--- src/rtl/mole_pkg.sv ---
// Shared types and constants for the whack-a-mole game controller.
package mole_pkg;

  typedef enum logic [1:0] {
    IDLE   = 2'd0,
    HIDDEN = 2'd1,
    UP     = 2'd2,
    OVER   = 2'd3
  } state_t;

  localparam int unsigned NUM_HOLES = 5;
  localparam logic [2:0]  HOLE_MIN  = 3'd1;
  localparam logic [2:0]  HOLE_MAX  = 3'd5;

endpackage

--- src/rtl/mole_spawner_if.sv ---
// Game-control bus between the button/start front-end and the mole spawner.
interface mole_spawner_if
  import mole_pkg::*;
#(
  parameter int unsigned SCORE_W = 8
) ();

  logic                 start;
  logic [NUM_HOLES-1:0] hit_btn;
  logic [2:0]           oval_select;
  logic                 mole_visible;
  logic [SCORE_W-1:0]   score;
  logic [1:0]           miss_count;
  logic                 hit_pulse;
  logic                 game_active;

  // Front-end / display side
  modport master (
    output start, hit_btn,
    input  oval_select, mole_visible, score, miss_count, hit_pulse, game_active
  );

  // Spawner side
  modport slave (
    input  start, hit_btn,
    output oval_select, mole_visible, score, miss_count, hit_pulse, game_active
  );

endinterface

--- src/rtl/mole_lfsr.sv ---
// Free-running 8-bit Fibonacci LFSR, x^8+x^6+x^5+x^4+1.
module mole_lfsr #(
  parameter logic [7:0] SEED = 8'hA5
) (
  input  logic       clk,
  input  logic       reset,
  output logic [7:0] lfsr
);

  // An all-zero state would lock the register, so a zero seed becomes 1.
  localparam logic [7:0] SEED_SAFE = (SEED == 8'h00) ? 8'h01 : SEED;

  // Shift left, feeding back taps 8,6,5,4 into bit 0 every cycle.
  always_ff @(posedge clk or negedge reset) begin
    if (!reset) begin
      lfsr <= SEED_SAFE;
    end else begin
      lfsr <= {lfsr[6:0], lfsr[7] ^ lfsr[5] ^ lfsr[4] ^ lfsr[3]};
    end
  end

endmodule

--- src/rtl/mole_spawner.sv ---
// Mole scheduling, hole selection and score/miss bookkeeping.
module mole_spawner
  import mole_pkg::*;
#(
  parameter int unsigned UP_CYCLES   = 50_000_000,
  parameter int unsigned DOWN_CYCLES = 25_000_000,
  parameter int unsigned MAX_MISSES  = 3,
  parameter logic [7:0]  LFSR_SEED   = 8'hA5,
  parameter int unsigned SCORE_W     = 8
) (
  input  logic           clk,
  input  logic           reset,
  mole_spawner_if.slave  bus
);

  localparam int unsigned MAX_CYC = (UP_CYCLES > DOWN_CYCLES) ? UP_CYCLES : DOWN_CYCLES;
  localparam int unsigned CW      = $clog2(MAX_CYC + 1);
  localparam logic [CW-1:0] UP_LOAD   = CW'(UP_CYCLES);
  localparam logic [CW-1:0] DOWN_LOAD = CW'(DOWN_CYCLES);
  localparam logic [CW-1:0] CNT_LAST  = CW'(1);
  localparam logic [2:0]    MISS_END  = 3'(MAX_MISSES);

  state_t             state;
  logic [CW-1:0]      cnt;
  logic [2:0]         oval_select;
  logic               mole_visible;
  logic [SCORE_W-1:0] score;
  logic [1:0]         miss_count;
  logic               hit_pulse;
  logic               game_active;
  logic [7:0]         lfsr;
  logic               hole_hit;
  logic [2:0]         miss_next;

  mole_lfsr #(.SEED(LFSR_SEED)) u_lfsr (
    .clk   (clk),
    .reset (reset),
    .lfsr  (lfsr)
  );

  // Map the low three LFSR bits onto 1..5, stepping past the previous hole.
  function automatic logic [2:0] next_hole(input logic [7:0] r, input logic [2:0] prev);
    logic [2:0] h;
    h = (r[2:0] < 3'd5) ? r[2:0] + 3'd1 : r[2:0] - 3'd4;
    if (h == prev) begin
      h = (h == HOLE_MAX) ? HOLE_MIN : h + 3'd1;
    end
    return h;
  endfunction

  assign hole_hit  = bus.hit_btn[oval_select - HOLE_MIN];
  assign miss_next = {1'b0, miss_count} + 3'd1;

  // Game FSM: all outputs are registered alongside the state.
  always_ff @(posedge clk or negedge reset) begin
    if (!reset) begin
      state        <= IDLE;
      cnt          <= '0;
      oval_select  <= HOLE_MIN;
      mole_visible <= 1'b0;
      score        <= '0;
      miss_count   <= '0;
      hit_pulse    <= 1'b0;
      game_active  <= 1'b0;
    end else begin
      hit_pulse <= 1'b0;
      case (state)
        IDLE, OVER: begin
          if (bus.start) begin
            score       <= '0;
            miss_count  <= '0;
            cnt         <= DOWN_LOAD;
            game_active <= 1'b1;
            state       <= HIDDEN;
          end
        end
        HIDDEN: begin
          if (cnt == CNT_LAST) begin
            oval_select  <= next_hole(lfsr, oval_select);
            mole_visible <= 1'b1;
            cnt          <= UP_LOAD;
            state        <= UP;
          end else begin
            cnt <= cnt - CNT_LAST;
          end
        end
        UP: begin
          // A hit takes priority over a timeout landing on the same cycle.
          if (hole_hit) begin
            if (score != '1) begin
              score <= score + 1'b1;
            end
            hit_pulse    <= 1'b1;
            mole_visible <= 1'b0;
            cnt          <= DOWN_LOAD;
            state        <= HIDDEN;
          end else if (cnt == CNT_LAST) begin
            miss_count   <= miss_next[1:0];
            mole_visible <= 1'b0;
            if (miss_next == MISS_END) begin
              game_active <= 1'b0;
              state       <= OVER;
            end else begin
              cnt   <= DOWN_LOAD;
              state <= HIDDEN;
            end
          end else begin
            cnt <= cnt - CNT_LAST;
          end
        end
        default: state <= IDLE;
      endcase
    end
  end

  assign bus.oval_select  = oval_select;
  assign bus.mole_visible = mole_visible;
  assign bus.score        = score;
  assign bus.miss_count   = miss_count;
  assign bus.hit_pulse    = hit_pulse;
  assign bus.game_active  = game_active;

endmodule

--- src/flat_wrapper.sv ---
// flat-port wrapper written by rule: the top's interface ports become plain ports
module mole_spawner_flat import mole_pkg::*;
#(
  parameter int unsigned UP_CYCLES   = 50_000_000,
  parameter int unsigned DOWN_CYCLES = 25_000_000,
  parameter int unsigned MAX_MISSES  = 3,
  parameter logic [7:0]  LFSR_SEED   = 8'hA5,
  parameter int unsigned SCORE_W     = 8
)
  (clk, reset, bus_start, bus_hit_btn, bus_oval_select, bus_mole_visible, bus_score, bus_miss_count, bus_hit_pulse, bus_game_active);
  mole_spawner_if #(.SCORE_W(SCORE_W)) bus_i ();
  input  logic clk;
  input  logic reset;
  input wire logic [$bits(bus_i.start)-1:0] bus_start;
  input wire logic [$bits(bus_i.hit_btn)-1:0] bus_hit_btn;
  output wire logic [$bits(bus_i.oval_select)-1:0] bus_oval_select;
  output wire logic [$bits(bus_i.mole_visible)-1:0] bus_mole_visible;
  output wire logic [$bits(bus_i.score)-1:0] bus_score;
  output wire logic [$bits(bus_i.miss_count)-1:0] bus_miss_count;
  output wire logic [$bits(bus_i.hit_pulse)-1:0] bus_hit_pulse;
  output wire logic [$bits(bus_i.game_active)-1:0] bus_game_active;
  assign bus_i.start = bus_start;
  assign bus_i.hit_btn = bus_hit_btn;
  assign bus_oval_select = bus_i.oval_select;
  assign bus_mole_visible = bus_i.mole_visible;
  assign bus_score = bus_i.score;
  assign bus_miss_count = bus_i.miss_count;
  assign bus_hit_pulse = bus_i.hit_pulse;
  assign bus_game_active = bus_i.game_active;
  mole_spawner #(.UP_CYCLES(UP_CYCLES), .DOWN_CYCLES(DOWN_CYCLES), .MAX_MISSES(MAX_MISSES), .LFSR_SEED(LFSR_SEED), .SCORE_W(SCORE_W)) u_core (.clk(clk), .reset(reset), .bus(bus_i));
endmodule
--- config.mk ---
export PLATFORM = sky130hd
export DESIGN_NAME = mole_spawner_flat
export DESIGN_NICKNAME = d
export VERILOG_FILES = /design/src/rtl/mole_pkg.sv /design/src/rtl/mole_spawner_if.sv /design/src/rtl/mole_lfsr.sv /design/src/rtl/mole_spawner.sv /design/src/flat_wrapper.sv
export SDC_FILE = /design/constraint.sdc
export NUM_CORES = 1
export LEC_CHECK = 0
export ABC_AREA = 1
export CAP_MARGIN = 20
export CORE_MARGIN = 1
export CORE_UTILIZATION = 60
export DETAILED_ROUTE_END_ITERATION = 10
export GPL_TIMING_DRIVEN = 1
export PLACE_DENSITY = 0.84
export RECOVER_POWER = 100
export SYNTH_ARGS = -nofsm -noshare
export SYNTH_HDL_FRONTEND = slang
export SYNTH_SLANG_ARGS = --single-unit
--- constraint.sdc ---
create_clock -name clk -period 3.75 [get_ports clk]
set_input_delay 0.375 -clock clk [delete_from_list [all_inputs] [get_ports clk]]
set_output_delay 0.375 -clock clk [all_outputs]
set_load 0.05 [all_outputs]
Word level (Yosys, flattened, before mapping)
Cells that the tools add are included.
- shift operators: 0
- reductions and logical operators: 11
- magnitude comparators: 2
- equal/unequal tests: 17
- multiplexer cells: 36
- $mul: 0
- $add $sub $neg: 7
- bitwise logic cells: 3
- divide/modulo/power cells: 0
- operators by type and width (cell ; count):
    26-bit 2-to-1 mux ; 5
    26-bit case mux with 3 select lines ; 1
    26-bit by 1-bit equality test with 1-bit output (second input constant) ; 1
    26-bit by 1-bit subtractor with 26-bit output (second input constant) ; 1
    8-bit 2-to-1 mux ; 3
    2-bit 2-to-1 mux ; 8
    8-bit case mux with 2 select lines ; 1
    1-bit 2-to-1 mux ; 10
    2-bit by 1-bit inequality test with 1-bit output (second input constant) ; 5
    3-bit 2-to-1 mux ; 3
    8-bit by 1-bit adder with 8-bit output (second input constant) ; 1
    8-bit inequality test (second input constant) ; 1
    4-bit AND reduction ; 2
    3-bit by 1-bit adder with 3-bit output (second input constant) ; 2
    2-bit case mux with 3 select lines ; 1
    3-bit AND reduction ; 2
    5-bit AND reduction ; 1
    2-bit equality test (second input constant) ; 2
    3-bit by 4-bit less-than comparator with 1-bit output (second input constant) ; 1
    2-bit inequality test (second input constant) ; 2
    4-bit by 3-bit inequality test with 1-bit output (second input constant) ; 1
    1-bit case mux with 2 select lines ; 2
    2-bit case mux with 2 select lines ; 1
    2-bit AND reduction ; 2
    14 further kinds ; 17
- memory bits (writable): 0
- memories kept: 0
- bits in read-only memories: 0
- bits in latches: 0
- word-level logic and storage cells: 85
- bits in registers: 52

Depth between registers and ports, before layout
Gate-level depths: netlist of the first run.
- depth in word-level cells: 6
- depth in mapped cells: 13
- mapped depth without buffers: 13

Hierarchy
Synthesis of the first run repeated with hierarchy kept, for this count alone.
- cell total of the unflattened synthesis: 519
- area, all modules: 3538.4 µm²
- modules (own cells, without submodules) (module ; area an instance (µm²) ; instances ; seq. area each (µm²) ; cells each):
    mole_spawner ; 3261.9 ; 1 ; 1102.3 ; 494
    mole_lfsr ; 276.5 ; 1 ; 205.2 ; 25

Worst setup path before layout of the first run
Ideal clock, no wire load.
- path type: register to register
- start point: register u_core.oval_select[0] (netlist: u_core.bus.oval_select[0])
- end point: register u_core.cnt[9]
- buffers on the path: 1
- data arrival time: 2.172 ns
- required time: 3.674 ns
- stages on the path, launching flop included: 13
- path slack: 1.502 ns
- library setup time: 0.076 ns
- cells stage by stage: dfstp_2 -> buf_2 -> inv_2 -> ha_1 -> inv_1 -> nand3_1 -> nand3_1 -> nand2_1 -> nor2_2 -> nand2_1 -> nand2_2 -> nand3_1 -> o21ai_1
- cells in the longest elaborated chain, start to end: 5
- elaborated cells between the ends (all ways): 7
- RTL lines (item ; RTL line ; text):
    start, declared ; mole_spawner.sv:25 ; logic [2:0] oval_select;
    start signal, assigned ; mole_spawner.sv:79 ; oval_select <= next_hole(lfsr, oval_select);
    3-bit by 1-bit subtractor with 3-bit output * ; mole_spawner.sv:51 ; assign hole_hit = bus.hit_btn[oval_select - HOLE_MIN];
    1-bit binary-select mux with 3-bit select * ; mole_spawner.sv:51 ;
    1-bit 2-to-1 mux (implied by the code) * ; mole_spawner.sv:51 ;
    26-bit 2-to-1 mux / 4-bit by 3-bit inequality test with 1-bit output (equally long branches) ; n/a ;
    26-bit case mux with 3 select lines / 2-bit AND reduction (equally long branches) ; n/a ;
    end signal, assigned ; mole_spawner.sv:84 ; cnt <= cnt - CNT_LAST;
    end signal, assigned ; mole_spawner.sv:108 ; cnt <= cnt - CNT_LAST;
    end, declared ; mole_spawner.sv:24 ; logic [CW-1:0] cnt;
Every way passes the cells marked *; elsewhere a longest branch is shown, timed or not. The select of a mux whose other input is x is not followed.
A chain may end at the register's enable or synchronous reset.

Worst setup path after layout of the first run
Ends and elaborated chain as after synthesis.

==> results of run 1 <==
final timing paths:
kind	from	end	slack, ns
max in group asynchronous	reset	u_core.cnt[16]$_DFFE_PN0P_	1.61
min	u_core.u_lfsr.lfsr[6]$_DFF_PN0_	u_core.u_lfsr.lfsr[7]$_DFF_PN1_	0.36
min in group asynchronous	reset	u_core.cnt[5]$_DFFE_PN0P_	0.75
min reg2reg	u_core.u_lfsr.lfsr[6]$_DFF_PN0_	u_core.u_lfsr.lfsr[7]$_DFF_PN1_	0.36
max	u_core.bus.oval_select[0]$_DFFE_PN1P_	u_core.cnt[9]$_DFFE_PN0P_	1.08
max reg2reg	u_core.bus.oval_select[0]$_DFFE_PN1P_	u_core.cnt[9]$_DFFE_PN0P_	1.08
kinds of logic (layout without fill, tap and decap cells):
| kind of cell | count (synthesis) | count (layout) | share of synthesized area |
|---|---|---|---|
| buffers and inverters | 77 | 105 | 0.0868 |
| adder cells (fa/ha/maj) | 9 | 9 | 0.0320 |
| AO/OA/AOI/OAI | 34 | 34 | 0.0484 |
| AND/OR/NAND/NOR | 333 | 333 | 0.416 |
| flip-flops | 52 | 52 | 0.372 |
| XOR/XNOR | 18 | 18 | 0.0448 |
registers in the layout (all words and copies together), names as in the netlist:
name and cells:
u_core.bus.mole_visible 1, u_core.cnt 26, u_core.state 2, u_core.bus.oval_select 3, u_core.bus.hit_pulse 1, u_core.bus.game_active 1, u_core.u_lfsr.lfsr 8, u_core.bus.score 8
u_core.bus.miss_count 2
per-layer routing:
layer,global-route usage,up-vias,share of wire
met2,0.498,91,0.48
li1,-,1684,-
met3,0.0395,13,0.049
met4,0.0907,0,0.015
met5,0,-,0
met1,0.377,1516,0.45
power breakdown:
| part | internal [µW] | leakage [µW] | switching, µW |
|---|---|---|---|
| sequential | 690 | 0.000661 | 150 |
| clock | 134 | 0.0000424 | 188 |
| combinational | 424 | 0.00140 | 979 |
| total | 1250 | 0.00210 | 1320 |
area by class of cell:
| class | instances | area [µm²] |
|---|---|---|
| flip-flops and latches | 52 | 1310 |
| repair buffers | 25 | 239 |
| fillers | 517 | 1700 |
| multi-input cells | 394 | 1870 |
| clock buffers | 7 | 76.3 |
| clock inverters | 1 | 8.76 |
| well taps | 72 | 90.1 |
| inverters | 72 | 277 |
placed cells by master (no fill, tap or decap), drive strengths merged:
cell type      count
xor2              12
clkdlybuf4s50      6
ha                 9
clkbuf             9
a21oi              8
nand2            192
o21ai             26
nand3b             2
dfrtp             47
dlygate4sd3       17
xnor2              6
nor3               2
or2                1
dfstp              5
inv               70
clkinv             3
nand4             13
nand3             49
nor2              74
repair_timing:
action,4_1_cts,5_1_grt
resized for setup,0,0
hold buffers,1,0
endpoints found under the hold margin,6,0
through the flow:
step / cell area (µm²) / utilization
global route: 3870 / 0.695
finish: 3870 / 0.695
floorplan: 3520 / -
detailed placement: 3810 / 0.684
CTS: 3910 / 0.701
global placement: 3810 / 0.684
worst max-delay path, cell delays in order (launching register included):
cell and delay, ns:
dfstp_1 0.69, inv_1 0.14, ha_1 0.33, inv_1 0.08, nand3_1 0.07, nand3_1 0.10, nand2_1 0.11, nor2_1 0.36
nand2_1 0.19, nand2_1 0.32, nand3_1 0.12, o21ai_0 0.09
==> metrics.yaml, run 1 <==
dr.pass1.iters: 5
grt_usage: 0.290
drv_slew: 0
timing.slew.headroom: 0.320
hold_viol: 0
crit_path_end_kind: "flop"
routabilityCongestion: 0.963
min_path_type: "flop to flop"
grt_max_degree: 36
required_ns: 3.98
synth_top_area_cell: "dfrtp_1"
synthesis.nets: 540
io_buffers: 23
cp_max_fo: 9
area_delta_synth_final_pct: 10.1
setup_viol: 0
synth.most_common_cell: "nand2_1"
yosys_register_bits: 52
yosysWarnings: 0
pre_cts_ws_ns: 1.46
ys_top_cells_by_count: "187 x nand2_1, 64 x inv_1, 61 x nor2_1"
leakage_uw: 0.00210
setup_ws_ns: 1.08
grt_pass1_vias: 3174
ys.flop_type: "dfrtp_1"
power_density_nw_per_um2: 662
fin_nets: 567
drc: 0
whs_ns: 0.364
tightest_slew_ns: 1.02
ys_seq_area_frac: 0.372
wire_per_inst_um: 12.9
grt_setup_unrepaired: "no"
routed_wl_um: 8010
drt-initial-drc-count: 252
cts.path.max_buffers: 2
ant_nets: 0
synth_edf_count: 0
n_antenna_cell: 0
path_class: "flop to flop"
dp.cells: 614
reg2reg_depth: 11
clock_tree.root_cell: "clkbuf_8"
ys_async_sr_fraction: 1.00
status: "finished, final reports clean"
instances_no_fill: 623
synthDistinctLibCells: 29
yosysTopAreaCellShare: 0.335
clock-skew-final_ns: 0.00510
cts_setup_buffers: 0
cts_buffers: 5
syn-cell-area_um2: 3520
finalPower_uw: 2560
start_util: 0.631
dp_hpwl_um: 6100
grt.overflow.total: 0
syn_avg_cell_area_um2: 6.72
drive_gt1_frac: 0.0472
vias: 3304
fmax_mhz: 374
vdd_drop_max_uv: 451
fin_crit_sh: 0.713
core-area_um2: 5570
clk_pin_slew_ns: 0.09
grt_pass1_wl_um: 14000
clk_latency_ns: 0.31
die-area_um2: 6170
via_per_inst: 5.30
cp.arrival_ns: 2.91
fin_tns_setup_ns: 0
worstHoldPathCells: 0
die_h_um: 78.6
period_minus_slack_ns: 2.67
antenna_found_initial: 0
die_x_um: 78.6
yosys-top-cells-area: "dfrtp_1 33%, nand2_1 20%, nand3_1 6.8%"
synthCells: 523
cap_viol_max_count: 0
crit_path_start_kind: "flop"
cts_sinks: 52
tritoncts: "yes"
cts.htree.levels: 2
io_pins: 24
placementRows: 27
(Power assumes the default switching activity.)
==> inputs of run 2 (changes only) <==
==> constraint.sdc (replaced) <==
create_clock -name clk -period 2.5 [get_ports clk]
set_input_delay 0.25 -clock clk [delete_from_list [all_inputs] [get_ports clk]]
set_output_delay 0.25 -clock clk [all_outputs]
set_load 0.05 [all_outputs]
==> run 2 against run 1 <==
Compared with the run above: the run now ends with max-capacitance violations, max-slew violations left; fmax increased by 19%; cell count increased by 0.32%; flip-flop and latch count did not move; worst setup slack worse by 0.83 ns; die area unchanged; clock power is 44% higher; clock skew rose by 0.0080 ns; worst hold slack gained 0.0016 ns; global-route usage fell by 0.61 points.
==> metrics.yaml, run 2 (same netlist as run 1, synthesis figures left out) <==
critPathSlowestCell: "dfstp_2"
grt_max_degree: 32  # -11%
crit_path_end_kind: "flop"
path_common_cell: "nand2_1"
dp.cells: 617  # +0.49%
tightest_slew_ns: 1.71  # +0.694 ns
cts_sinks: 52  # unchanged
io_pins: 24  # unchanged
clock_tree.root_cell: "clkbuf_8"
n_antenna_cell: 0  # unchanged
fmax_mhz: 443  # +19%
fin_nets: 569  # +0.35%
crit_path_start_kind: "flop"
crit_buf_inv: 2  # unchanged
period_minus_slack_ns: 2.26  # -0.418 ns
crit_path_max_incr_delay_ns: 0.62  # -0.07 ns
grt_pass1_vias: 3212  # +1.2%
regMostFlops: "u_core.cnt"
drc: 0  # unchanged
io_buffers: 23  # unchanged
top_regs: "u_core.cnt: 26 flops, u_core.bus.score: 8 flops, u_core.u_lfsr.lfsr: 8 flops"
core-area_um2: 5570  # unchanged
status: "finished with violations"
ant_nets: 0  # unchanged
clock-skew-final_ns: 0.0131  # +0.00800 ns
vdd_drop_max_uv: 712  # +58%
instances_no_fill: 625  # +0.32%
cp_max_fo: 9  # unchanged
grt_usage: 0.284  # -0.00608
leakage_uw: 0.00210  # about the same
layout_commonest_cell: "nand2_1"
tritoncts: "yes"
dr.pass1.iters: 5  # unchanged
setup_ws_ns: 0.244  # -0.832 ns
via_per_inst: 5.36  # +1.1%
placementRows: 27  # unchanged
routabilityCongestion: 0.917  # -4.7%
largest_reg_flops: 26  # unchanged
cts_setup_buffers: 0  # unchanged
critPathTopFamily: "simple AND/OR/NAND/NOR gates"
fin_crit_sh: 0.902  # +0.189
path_class: "flop to flop"
grt_pass1_wl_um: 13900  # -1.2%
cts_buffers: 5  # unchanged
die-area_um2: 6170  # unchanged
timing.slew.headroom: -0.142  # -0.462
violations: "max-capacitance violations, max-slew violations"
dp_hpwl_um: 6080  # -0.28%
antenna_found_initial: 0  # unchanged
min_path_type: "flop to flop"
post-route-util: 0.696  # +0.00135
grt_setup_unrepaired: "no"
cp.arrival_ns: 2.50  # -0.41 ns
postPlaceCellArea_um2: 3830  # +0.59%
grt.overflow.total: 0  # unchanged
design_area_um2: 3880  # +0.19%
holdBufCountCts: 0  # -1
crit_chain: "inv_2 -> ha_1 -> inv_1 -> nand3_1 -> nand3_1 -> nand2_1 -> nor2_2 -> nand2_1 -> nand2_1 -> nand3_1 -> nand2_1"
die_x_um: 78.6  # unchanged
cts.path.max_buffers: 2  # unchanged
cap_viol_max_count: 1  # +1
power_density_nw_per_um2: 1010  # +53%
vias: 3350  # +1.4%
hold_viol: 0  # unchanged
wire_per_inst_um: 12.8  # -0.37%
drive_gt1_frac: 0.0615  # +0.0143
clk_latency_ns: 0.31  # about the same
die_h_um: 78.6  # unchanged
cts.htree.levels: 2  # unchanged
fin_tns_setup_ns: 0  # unchanged
cts_resized: 0  # unchanged
area_delta_synth_final_pct: 10.3
drt-initial-drc-count: 206  # -18%
drv_slew: 32  # +32
start_util: 0.631  # unchanged
setup_viol: 0  # unchanged
pre_cts_ws_ns: 0.252  # -1.21 ns
required_ns: 2.74  # -1.24 ns
final_cell_mix: "188 x nand2_1, 65 x inv_1, 63 x nor2_1"
clk_pin_slew_ns: 0.09  # about the same
routed_wl_um: 8010  # about the same
## run 2: cell count changes in the layout (fill, tap and decap cells not counted), moves of 2 or more
cell,delta
nor2_2,+3
o21ai_0,-4
inv_2,+3
clkbuf_1,+2
nor2_1,-3
o21ai_1,+4
buf_4,+2
inv_1,-3
## run 2: final cells by class
type                    instances  area (µm²)
multi-input cells             394        1880
fillers                       497        1700
flip-flops and latches         52        1310
inverters                      72         277
repair buffers                 27         246
well taps                      72        90.1
clock buffers                   7        76.3
clock inverters                 1        5.00
## run 2: path summary, 6_finish.rpt
check,slack (ns),start,cells after the start,to
max,0.24,u_core.bus.oval_select[0]$_DFFE_PN1P_,11,u_core.cnt[17]$_DFFE_PN0P_
min,0.37,u_core.u_lfsr.lfsr[6]$_DFF_PN0_,0,u_core.u_lfsr.lfsr[7]$_DFF_PN1_
max reg2reg,0.24,u_core.bus.oval_select[0]$_DFFE_PN1P_,11,u_core.cnt[17]$_DFFE_PN0P_
min reg2reg,0.37,u_core.u_lfsr.lfsr[6]$_DFF_PN0_,0,u_core.u_lfsr.lfsr[7]$_DFF_PN1_
max in group asynchronous,0.82,reset,2,u_core.bus.score[4]$_DFFE_PN0P_
min in group asynchronous,0.38,reset,1,u_core.cnt[3]$_DFFE_PN0P_
## run 2: stage by stage
stage,hold WS [ns],power [µW]
after floorplan,-0.0456,2920
after global placement,0.330,3380
after detailed placement,0.340,3460
after CTS,0.0135,3920
after global routing,0.376,4290
final,0.365,3930
## run 2: layer usage
layer  wire (µm)  global-route usage
met3         453              0.0453
met5           0                   0
met4         199               0.113
met2        3630               0.479
met1        3720               0.362
## run 2: worst register-to-register path, cell delays in order, from the launching register on
cell and delay (ns):
dfstp_2 0.62, inv_2 0.07, ha_1 0.31, inv_1 0.08
nand3_1 0.07, nand3_1 0.08, nand2_1 0.14, nor2_2 0.25
nand2_1 0.18, nand2_1 0.21, nand3_1 0.11, nand2_1 0.09
## run 2: power by group
| group | leakage [µW] | switching [µW] | internal, µW |
|---|---|---|---|
| sequential | 0.000661 | 227 | 1030 |
| clock | 0.0000422 | 268 | 197 |
| combinational | 0.00140 | 1530 | 675 |
==> inputs of run 3 (changes only) <==
--- a/config.mk
+++ b/config.mk
@@ -6,7 +6,7 @@
 export NUM_CORES = 1
 export LEC_CHECK = 0
 export ABC_AREA = 1
-export CAP_MARGIN = 20
+export CAP_MARGIN = 40
 export CORE_MARGIN = 1
 export CORE_UTILIZATION = 60
 export DETAILED_ROUTE_END_ITERATION = 10
==> results of run 3 <==
The final DEF is identical to that of run 2; final timing and power are the same.
